**config.mk**
```make
export PLATFORM = sky130hd
export DESIGN_NAME = stopwatch_counter_flat
export DESIGN_NICKNAME = d
export VERILOG_FILES = /design/src/rtl/stopwatch_counter_if.sv /design/src/rtl/stopwatch_counter.sv /design/src/flat_wrapper.sv
export SDC_FILE = /design/constraint.sdc
export NUM_CORES = 1
export LEC_CHECK = 0
export CORE_ASPECT_RATIO = 1.4
export CORE_MARGIN = 2
export CORE_UTILIZATION = 56
export DETAILED_ROUTE_END_ITERATION = 10
export PLACE_DENSITY = 0.79
export SLEW_MARGIN = 20
export SYNTH_ARGS = -nofsm -noshare
export SYNTH_HDL_FRONTEND = slang
export SYNTH_SLANG_ARGS = --single-unit
```
**constraint.sdc**
```tcl
create_clock -name clk -period 2.4 [get_ports clk]
set_input_delay 0.48 -clock clk [delete_from_list [all_inputs] [get_ports clk]]
set_output_delay 0.48 -clock clk [all_outputs]
set_load 0.05 [all_outputs]
```
**src/rtl/stopwatch_counter_if.sv**
```systemverilog
// Control pulses into the stopwatch core and the registered time/status it reports.
interface stopwatch_counter_if;
  logic        start_stop;
  logic        clear;
  logic        lap;
  logic [14:0] ms;
  logic [6:0]  sec;
  logic [6:0]  min;
  logic [6:0]  hs;
  logic        running;
  logic        lap_active;
  logic        wrap;

  modport master (
    output start_stop, clear, lap,
    input  ms, sec, min, hs, running, lap_active, wrap
  );

  modport slave (
    input  start_stop, clear, lap,
    output ms, sec, min, hs, running, lap_active, wrap
  );
endinterface

```
**src/rtl/stopwatch_counter.sv**
```systemverilog
// Stopwatch timekeeping core: ms prescaler, ms/sec/min/hour counters with carry,
// start/stop FSM, clear, and a lap freeze on the registered display outputs.
module stopwatch_counter #(
  parameter int CLK_FREQ_HZ = 50_000_000,
  parameter int TICK_DIV    = CLK_FREQ_HZ / 1000
) (
  input  logic              clk,
  input  logic              rst_n,
  stopwatch_counter_if.slave sw
);

  localparam int PRE_W = (TICK_DIV > 1) ? $clog2(TICK_DIV) : 1;
  localparam logic [PRE_W-1:0] PRE_LAST = PRE_W'(TICK_DIV - 1);
  localparam logic [9:0] MS_LAST = 10'd999;

  typedef enum logic {
    STOPPED = 1'b0,
    RUNNING = 1'b1
  } state_t;

  // Field 0 = seconds, 1 = minutes, 2 = hours.
  function automatic logic [6:0] hi_max(input int idx);
    hi_max = (idx == 2) ? 7'd99 : 7'd59;
  endfunction

  state_t            state_reg, state_next;
  logic [PRE_W-1:0]  pre_reg, pre_next;
  logic [9:0]        c_ms_reg, c_ms_next;
  logic [2:0][6:0]   c_hi_reg, c_hi_next;
  logic [9:0]        ms_reg, ms_next;
  logic [2:0][6:0]   hi_out_reg, hi_out_next;
  logic              lap_reg, lap_next;
  logic              wrap_reg, wrap_next;

  logic              tick;
  logic              ms_at_max;
  logic              ms_carry;
  logic [2:0]        hi_at_max;
  logic [2:0]        carry_in;

  // FSM and lap flag; lap decisions look at the state before any toggle this cycle.
  always_comb begin
    state_next = state_reg;
    lap_next   = lap_reg;
    if (sw.clear) begin
      state_next = STOPPED;
      lap_next   = 1'b0;
    end else begin
      if (sw.start_stop) begin
        state_next = (state_reg == RUNNING) ? STOPPED : RUNNING;
      end
      if (sw.lap) begin
        lap_next = (state_reg == RUNNING) ? ~lap_reg : 1'b0;
      end
    end
  end

  assign tick      = (state_reg == RUNNING) && (pre_reg == PRE_LAST);
  assign ms_at_max = (c_ms_reg == MS_LAST);
  assign ms_carry  = tick && ms_at_max;

  // Prescaler holds while stopped so a paused partial millisecond is kept.
  always_comb begin
    pre_next = pre_reg;
    if (sw.clear || tick) begin
      pre_next = '0;
    end else if (state_reg == RUNNING) begin
      pre_next = pre_reg + PRE_W'(1);
    end
  end

  always_comb begin
    c_ms_next = c_ms_reg;
    if (sw.clear) begin
      c_ms_next = '0;
    end else if (tick) begin
      c_ms_next = ms_at_max ? 10'd0 : c_ms_reg + 10'd1;
    end
  end

  // A higher field advances when the ms field carries and every field below it is at its limit.
  generate
    for (genvar gi = 0; gi < 3; gi++) begin : g_hi_field
      localparam logic [2:0] LOWER = 3'((1 << gi) - 1);

      assign hi_at_max[gi] = (c_hi_reg[gi] == hi_max(gi));
      assign carry_in[gi]  = ms_carry && ((hi_at_max & LOWER) == LOWER);

      always_comb begin
        c_hi_next[gi] = c_hi_reg[gi];
        if (sw.clear) begin
          c_hi_next[gi] = '0;
        end else if (carry_in[gi]) begin
          c_hi_next[gi] = hi_at_max[gi] ? 7'd0 : c_hi_reg[gi] + 7'd1;
        end
      end

      always_comb begin
        hi_out_next[gi] = hi_out_reg[gi];
        if (sw.clear) begin
          hi_out_next[gi] = '0;
        end else if (!lap_reg) begin
          hi_out_next[gi] = c_hi_reg[gi];
        end
      end
    end
  endgenerate

  always_comb begin
    ms_next = ms_reg;
    if (sw.clear) begin
      ms_next = '0;
    end else if (!lap_reg) begin
      ms_next = c_ms_reg;
    end
  end

  assign wrap_next = ms_carry && (&hi_at_max) && !sw.clear;

  always_ff @(posedge clk or negedge rst_n) begin
    if (!rst_n) begin
      state_reg  <= STOPPED;
      pre_reg    <= '0;
      c_ms_reg   <= '0;
      c_hi_reg   <= '0;
      ms_reg     <= '0;
      hi_out_reg <= '0;
      lap_reg    <= 1'b0;
      wrap_reg   <= 1'b0;
    end else begin
      state_reg  <= state_next;
      pre_reg    <= pre_next;
      c_ms_reg   <= c_ms_next;
      c_hi_reg   <= c_hi_next;
      ms_reg     <= ms_next;
      hi_out_reg <= hi_out_next;
      lap_reg    <= lap_next;
      wrap_reg   <= wrap_next;
    end
  end

  assign sw.ms         = {5'd0, ms_reg};
  assign sw.sec        = hi_out_reg[0];
  assign sw.min        = hi_out_reg[1];
  assign sw.hs         = hi_out_reg[2];
  assign sw.running    = (state_reg == RUNNING);
  assign sw.lap_active = lap_reg;
  assign sw.wrap       = wrap_reg;

endmodule

```
**src/flat_wrapper.sv**
```systemverilog
// flat-port wrapper written by rule: the top's interface ports become plain ports
module stopwatch_counter_flat 
#(
  parameter int CLK_FREQ_HZ = 50_000_000,
  parameter int TICK_DIV    = CLK_FREQ_HZ / 1000
)
  (clk, rst_n, sw_start_stop, sw_clear, sw_lap, sw_ms, sw_sec, sw_min, sw_hs, sw_running, sw_lap_active, sw_wrap);
  stopwatch_counter_if sw_i ();
  input  logic clk;
  input  logic rst_n;
  input wire logic [$bits(sw_i.start_stop)-1:0] sw_start_stop;
  input wire logic [$bits(sw_i.clear)-1:0] sw_clear;
  input wire logic [$bits(sw_i.lap)-1:0] sw_lap;
  output wire logic [$bits(sw_i.ms)-1:0] sw_ms;
  output wire logic [$bits(sw_i.sec)-1:0] sw_sec;
  output wire logic [$bits(sw_i.min)-1:0] sw_min;
  output wire logic [$bits(sw_i.hs)-1:0] sw_hs;
  output wire logic [$bits(sw_i.running)-1:0] sw_running;
  output wire logic [$bits(sw_i.lap_active)-1:0] sw_lap_active;
  output wire logic [$bits(sw_i.wrap)-1:0] sw_wrap;
  assign sw_i.start_stop = sw_start_stop;
  assign sw_i.clear = sw_clear;
  assign sw_i.lap = sw_lap;
  assign sw_ms = sw_i.ms;
  assign sw_sec = sw_i.sec;
  assign sw_min = sw_i.min;
  assign sw_hs = sw_i.hs;
  assign sw_running = sw_i.running;
  assign sw_lap_active = sw_i.lap_active;
  assign sw_wrap = sw_i.wrap;
  stopwatch_counter #(.CLK_FREQ_HZ(CLK_FREQ_HZ), .TICK_DIV(TICK_DIV)) u_core (.clk(clk), .rst_n(rst_n), .sw(sw_i));
endmodule
```
# --- After elaboration in Yosys (flattened, before gate mapping) ---
# Cells that the tools add are included.
totals:
  regBits: 81
  in_bits: 5
  output_inout_bits: 39
  wordCells: 69
op_classes:
  n_addsub: 5
  eq_ne: 7
  muxes: 28
  bitwise: 1
  n_reduce_logical: 16
op_table:
  columns: ["op", "count"]
  rows:
  - ["2-to-1 mux 7 bit", 15]
  - ["2-to-1 mux 10 bit", 5]
  - ["2-to-1 mux 16 bit", 2]
  - ["adder 7 x 1 -> 7 bit (second input constant)", 3]
  - ["adder 16 x 1 -> 16 bit (second input constant)", 1]
  - ["== test 16 bit (second input constant)", 1]
  - ["== test 7 x 6 -> 1 bit (second input constant)", 2]
  - ["nonzero test 2 bit", 7]
  - ["adder 10 x 1 -> 10 bit (second input constant)", 1]
  - ["== test 10 bit (second input constant)", 1]
  - ["== test 7 bit (second input constant)", 1]
  - ["logical AND 1 bit", 6]
  - ["2-to-1 mux 1 bit", 6]
  - ["AND reduction 3 bit", 1]
  - ["== test 2 bit (second input constant)", 1]
  - ["inequality test 2 bit (second input constant)", 1]
  - ["logical NOT 1 bit", 1]
  - ["logical OR 1 bit", 1]
  - ["NOT 1 bit", 1]

# --- Longest topological paths before layout ---
depth:
  word_depth: 6
  ltp_mapped: 8
  mapped_depth_nobuf: 6

# --- Least setup slack after synthesis ---
# Ideal clock, no wire load.
synth_path:
  path_kind: "reg2reg"
  start: "register u_core.state_reg (netlist: u_core.sw.running)"
  end: "register u_core.c_hi_reg[20] in the netlist's numbering"
  t_arrival_ns: 2.126
  path_slack_ns: 0.197
  stages_incl_launch_ff: 9
  path_buffers: 3
  period_less_slack_ns: 2.203
  path_cell_list: "dfrtp_1 > buf_4 > and4_1 > and4_1 > buf_6 > nand4_2 > buf_2 > or3_1 > a21oi_1"
synth_via:
  elab_chain_len: 4
synth_lines:
  columns: ["element", "line", "text"]
  rows:
  - ["start, declared", "stopwatch_counter.sv:26", "state_t state_reg, state_next;"]
  - ["start signal, assigned", "stopwatch_counter.sv:131", "state_reg <= state_next;"]
  - ["logical AND 1 bit", "stopwatch_counter.sv:58", "assign tick = (state_reg == RUNNING) && (pre_reg == PRE_LAST);"]
  - ["logical AND 1 bit", "stopwatch_counter.sv:60", "assign ms_carry = tick && ms_at_max;"]
  - ["logical AND 1 bit", "stopwatch_counter.sv:87", "assign carry_in[gi] = ms_carry && ((hi_at_max & LOWER) == LOWER);"]
  - ["nonzero test 2 bit (no source line)", null, null]
  - ["end signal, assigned", "stopwatch_counter.sv:134", "c_hi_reg <= c_hi_next;"]
  - ["end, declared", "stopwatch_counter.sv:29", "logic [2:0][6:0] c_hi_reg, c_hi_next;"]
# No other way between the ends.
# A chain may end at the register's enable or synchronous reset.

# --- Final worst setup path ---
layout_path:
  start: "register u_core.c_hi_reg[1] in the netlist's numbering"
  end: "register u_core.c_hi_reg[13] in the netlist's numbering"
layout_via:
  elab_chain_len: 3
layout_lines:
  columns: ["element", "line", "text"]
  rows:
  - ["== test 7 x 6 -> 1 bit", "stopwatch_counter.sv:86", "assign hi_at_max[gi] = (c_hi_reg[gi] == hi_max(gi));"]
  - ["logical AND 1 bit", "stopwatch_counter.sv:87", null]
  - ["nonzero test 2 bit (no source line)", null, null]
# No other way between the ends.

==> out/metrics.yaml <==
core_um2: 6940
synth_top_area_share_pct: 51.1
nets: 436
period_needed_ps: 2280
start_util_pct: 57.2
area_delta_synth_final_pct: 18.2
p_sw_share_pct: 22.1
irDropWorstVdd_mv: 0.311
synth.most_common_cell: "dfrtp_1"
antenna_found_initial: 0
p_comb_share_pct: 5.3
seq_area_um2: 2030
slew_viol_final: 0
cts_tree: "yes"
slowest_delay_ps: 570
drc: 0
cpLargestDelayFamily: "simple AND/OR/NAND/NOR gates"
pwr-share-seq_pct: 52.3
synth_edf_count: 0
clkPwrFrac_pct: 42.3
p_leak_nw: 1.94
track_usage_pct: 22.1
routedWlPerCell_um: 15.0
min_period_over_period_pct: 94.9
crit_arrival_ps: 2560
io_buffers: 38
post_cts_buffers: 0
path_class: "reg -> reg"
grt_pass1_vias: 2890
cp_max_fo: 14
synth_common_cells: "dfrtp_1 (81), nor2_1 (64), mux2i_1 (34), a21oi_1 (21), nand2_1 (19)"
die_x_um: 75.1
netlist_area_um2: 3970
worstSetupStartpointType: "register"
clkTransAtPathRegs_ps: 80
rsz0062_at_grt: "yes"
synth_largest_area_cell: "dfrtp_1"
vias: 2936
cts.path.max_buffers: 2
die_y_um: 104
syn_inst: 384
synth-seq-cells: 81
finClkSkew_ps: 6.13
drtIter0Drc: 163
cts_buffers: 9
drt_wl_total_um: 7890
clock-sinks: 81
dp_hpwl_um: 5390
worstRegToRegCells: 6
h-tree-depth: 3
tightest_slew_ps: 532
grt_pass1_wl_um: 13200
slew_headroom_pct: 64.6
num_rows: 36
seq_area_frac_synth_pct: 51.1
path_buf_inv: 1
root_buffer: "clkbuf_8"
synth_area_leaders: "dfrtp_1 (51%), mux2i_1 (8.6%), nor2_1 (6.1%), xor2_1 (3.1%), a21oi_1 (2.6%)"
end_kind: "register"
grt_overflow: 0
cp_slowest_cell: "or4_1"
rr_startpoint: "u_core.c_hi_reg[1]"
cp_cell_sequence: "ha_1, clkinv_1, nor4_4, nand3_2, or4_1, a21oi_1"
syn_avg_cell_area_um2: 10.3
dr.pass1.iters: 4
fillers: 543
worstPathRequired_ps: 2680
dp_slack_ps: 149
setup-violations-final: 0
r2r-end: "u_core.c_hi_reg[13]"
gp_congestion: 0.870
vias_per_cell: 5.58
grt_max_degree: 63
ios: 44
regToRegSetupSlack_ps: 120
max_freq_mhz: 439
async_flop_share_pct: 100
worstHoldPathType: "in -> async"
multi_input_area_um2: 1790
synth_ff_type: "dfrtp_1"
largest_reg_flops: 21
whs_ps: 68.6
intPower_w: 0.00206
drive_gt1_share_pct: 9.98
maxCapViolations: 0
insertion_delay_ps: 360
synthDistinctLibCells: 44
ys.warnings.count: 0
p_per_area_nw_per_um2: 563
postLayoutSetupSlackWorst_ps: 123
status: "completed"
switchingPower_w: 0.000582
die_area_um2: 7780
fin_tns_setup_ps: 0
num_antenna_cells: 0
finalHoldViolCount: 0
drt.antenna.violating_nets: 0
==> timing repair <==
item                                    in CTS  in global routing
hold buffers                                 0                  0
gates resized for setup                      0                  0
endpoints found under the setup margin       0                  4
==> layer usage <==
layer / wire, um / global-route usage, % / vias up
met5: 0 / 0 / -
met2: 3990 / 34.8 / 50
met1: 3470 / 28.6 / 1454
li1: - / - / 1417
met3: 277 / 5.84 / 15
met4: 156 / 9.27 / 0
==> area by class of cell <==
class / instances / share of cell area (%)
inverter: 6 / 0.480
clock inverter: 2 / 1.28
tap: 95 / 2.53
clock buffer: 14 / 3.47
sequential: 81 / 43.2
multi-input combinational: 277 / 38.2
timing repair buffer: 51 / 10.8
==> cells in the final DEF (no fill, tap or decap), drive strengths merged, types with 13 or more instances in the layout <==
master	synthesis	layout
nor2	64	64
nand3	13	13
nand4	13	13
dfrtp	81	81
buf	12	16
o21ai	16	16
nand2	20	20
clkdlybuf4s50	0	35
a21oi	21	21
xor2	14	14
mux2i	34	34
clkbuf	12	14
==> cells by family after synthesis <==
family / synth area share (%)
mux: 8.86
flops: 51.1
other cells: 0.0945
buf+inv: 4.10
xor+xnor: 5.08
fa+ha+maj: 1.58
compound gates: 5.58
simple gates: 23.6
==> worst reg2reg max path, delay by kind of cell (launching register included) <==
family	cells	cell delay, ps
compound gates	1	160
simple gates	3	1250
fa+ha+maj	1	230
buf+inv	1	150
flops	1	420
==> worst max-delay path by stage <==
stage                  startpoint             endpoint  cells after the start
6_report       u_core.c_hi_reg[1]  u_core.c_hi_reg[13]                      6
5_1_grt        u_core.c_hi_reg[0]  u_core.c_hi_reg[13]                      6
4_1_cts        u_core.c_hi_reg[0]  u_core.c_hi_reg[17]                      6
3_5_place_dp   u_core.c_hi_reg[0]  u_core.c_hi_reg[18]                      6
3_3_place_gp   u_core.c_hi_reg[0]  u_core.c_hi_reg[17]                      6
2_1_floorplan   u_core.sw.running  u_core.c_hi_reg[20]                      8
==> power by group through the flow <==
stage	clock, W	combinational, W	sequential (W)
2_1_floorplan	0	0.0000895	0.00141
3_3_place_gp	0	0.000141	0.00141
3_5_place_dp	0	0.000144	0.00141
4_1_cts	0.00114	0.000144	0.00138
5_1_grt	0.00119	0.000156	0.00138
6_report	0.00112	0.000141	0.00138
==> stage by stage <==
stage | util (%) | total power (W) | std cells | cell area, um2
CTS | 67.6 | 0.00267 | 526 | 4690
global placement | 64.4 | 0.00155 | 510 | 4470
finish | 67.6 | 0.00264 | 526 | 4690
global route | 67.6 | 0.00273 | 526 | 4690
floorplan | - | 0.00150 | 388 | 3980
detailed placement | 64.4 | 0.00155 | 510 | 4470
Note: power is estimated with default switching activity, not from simulation.
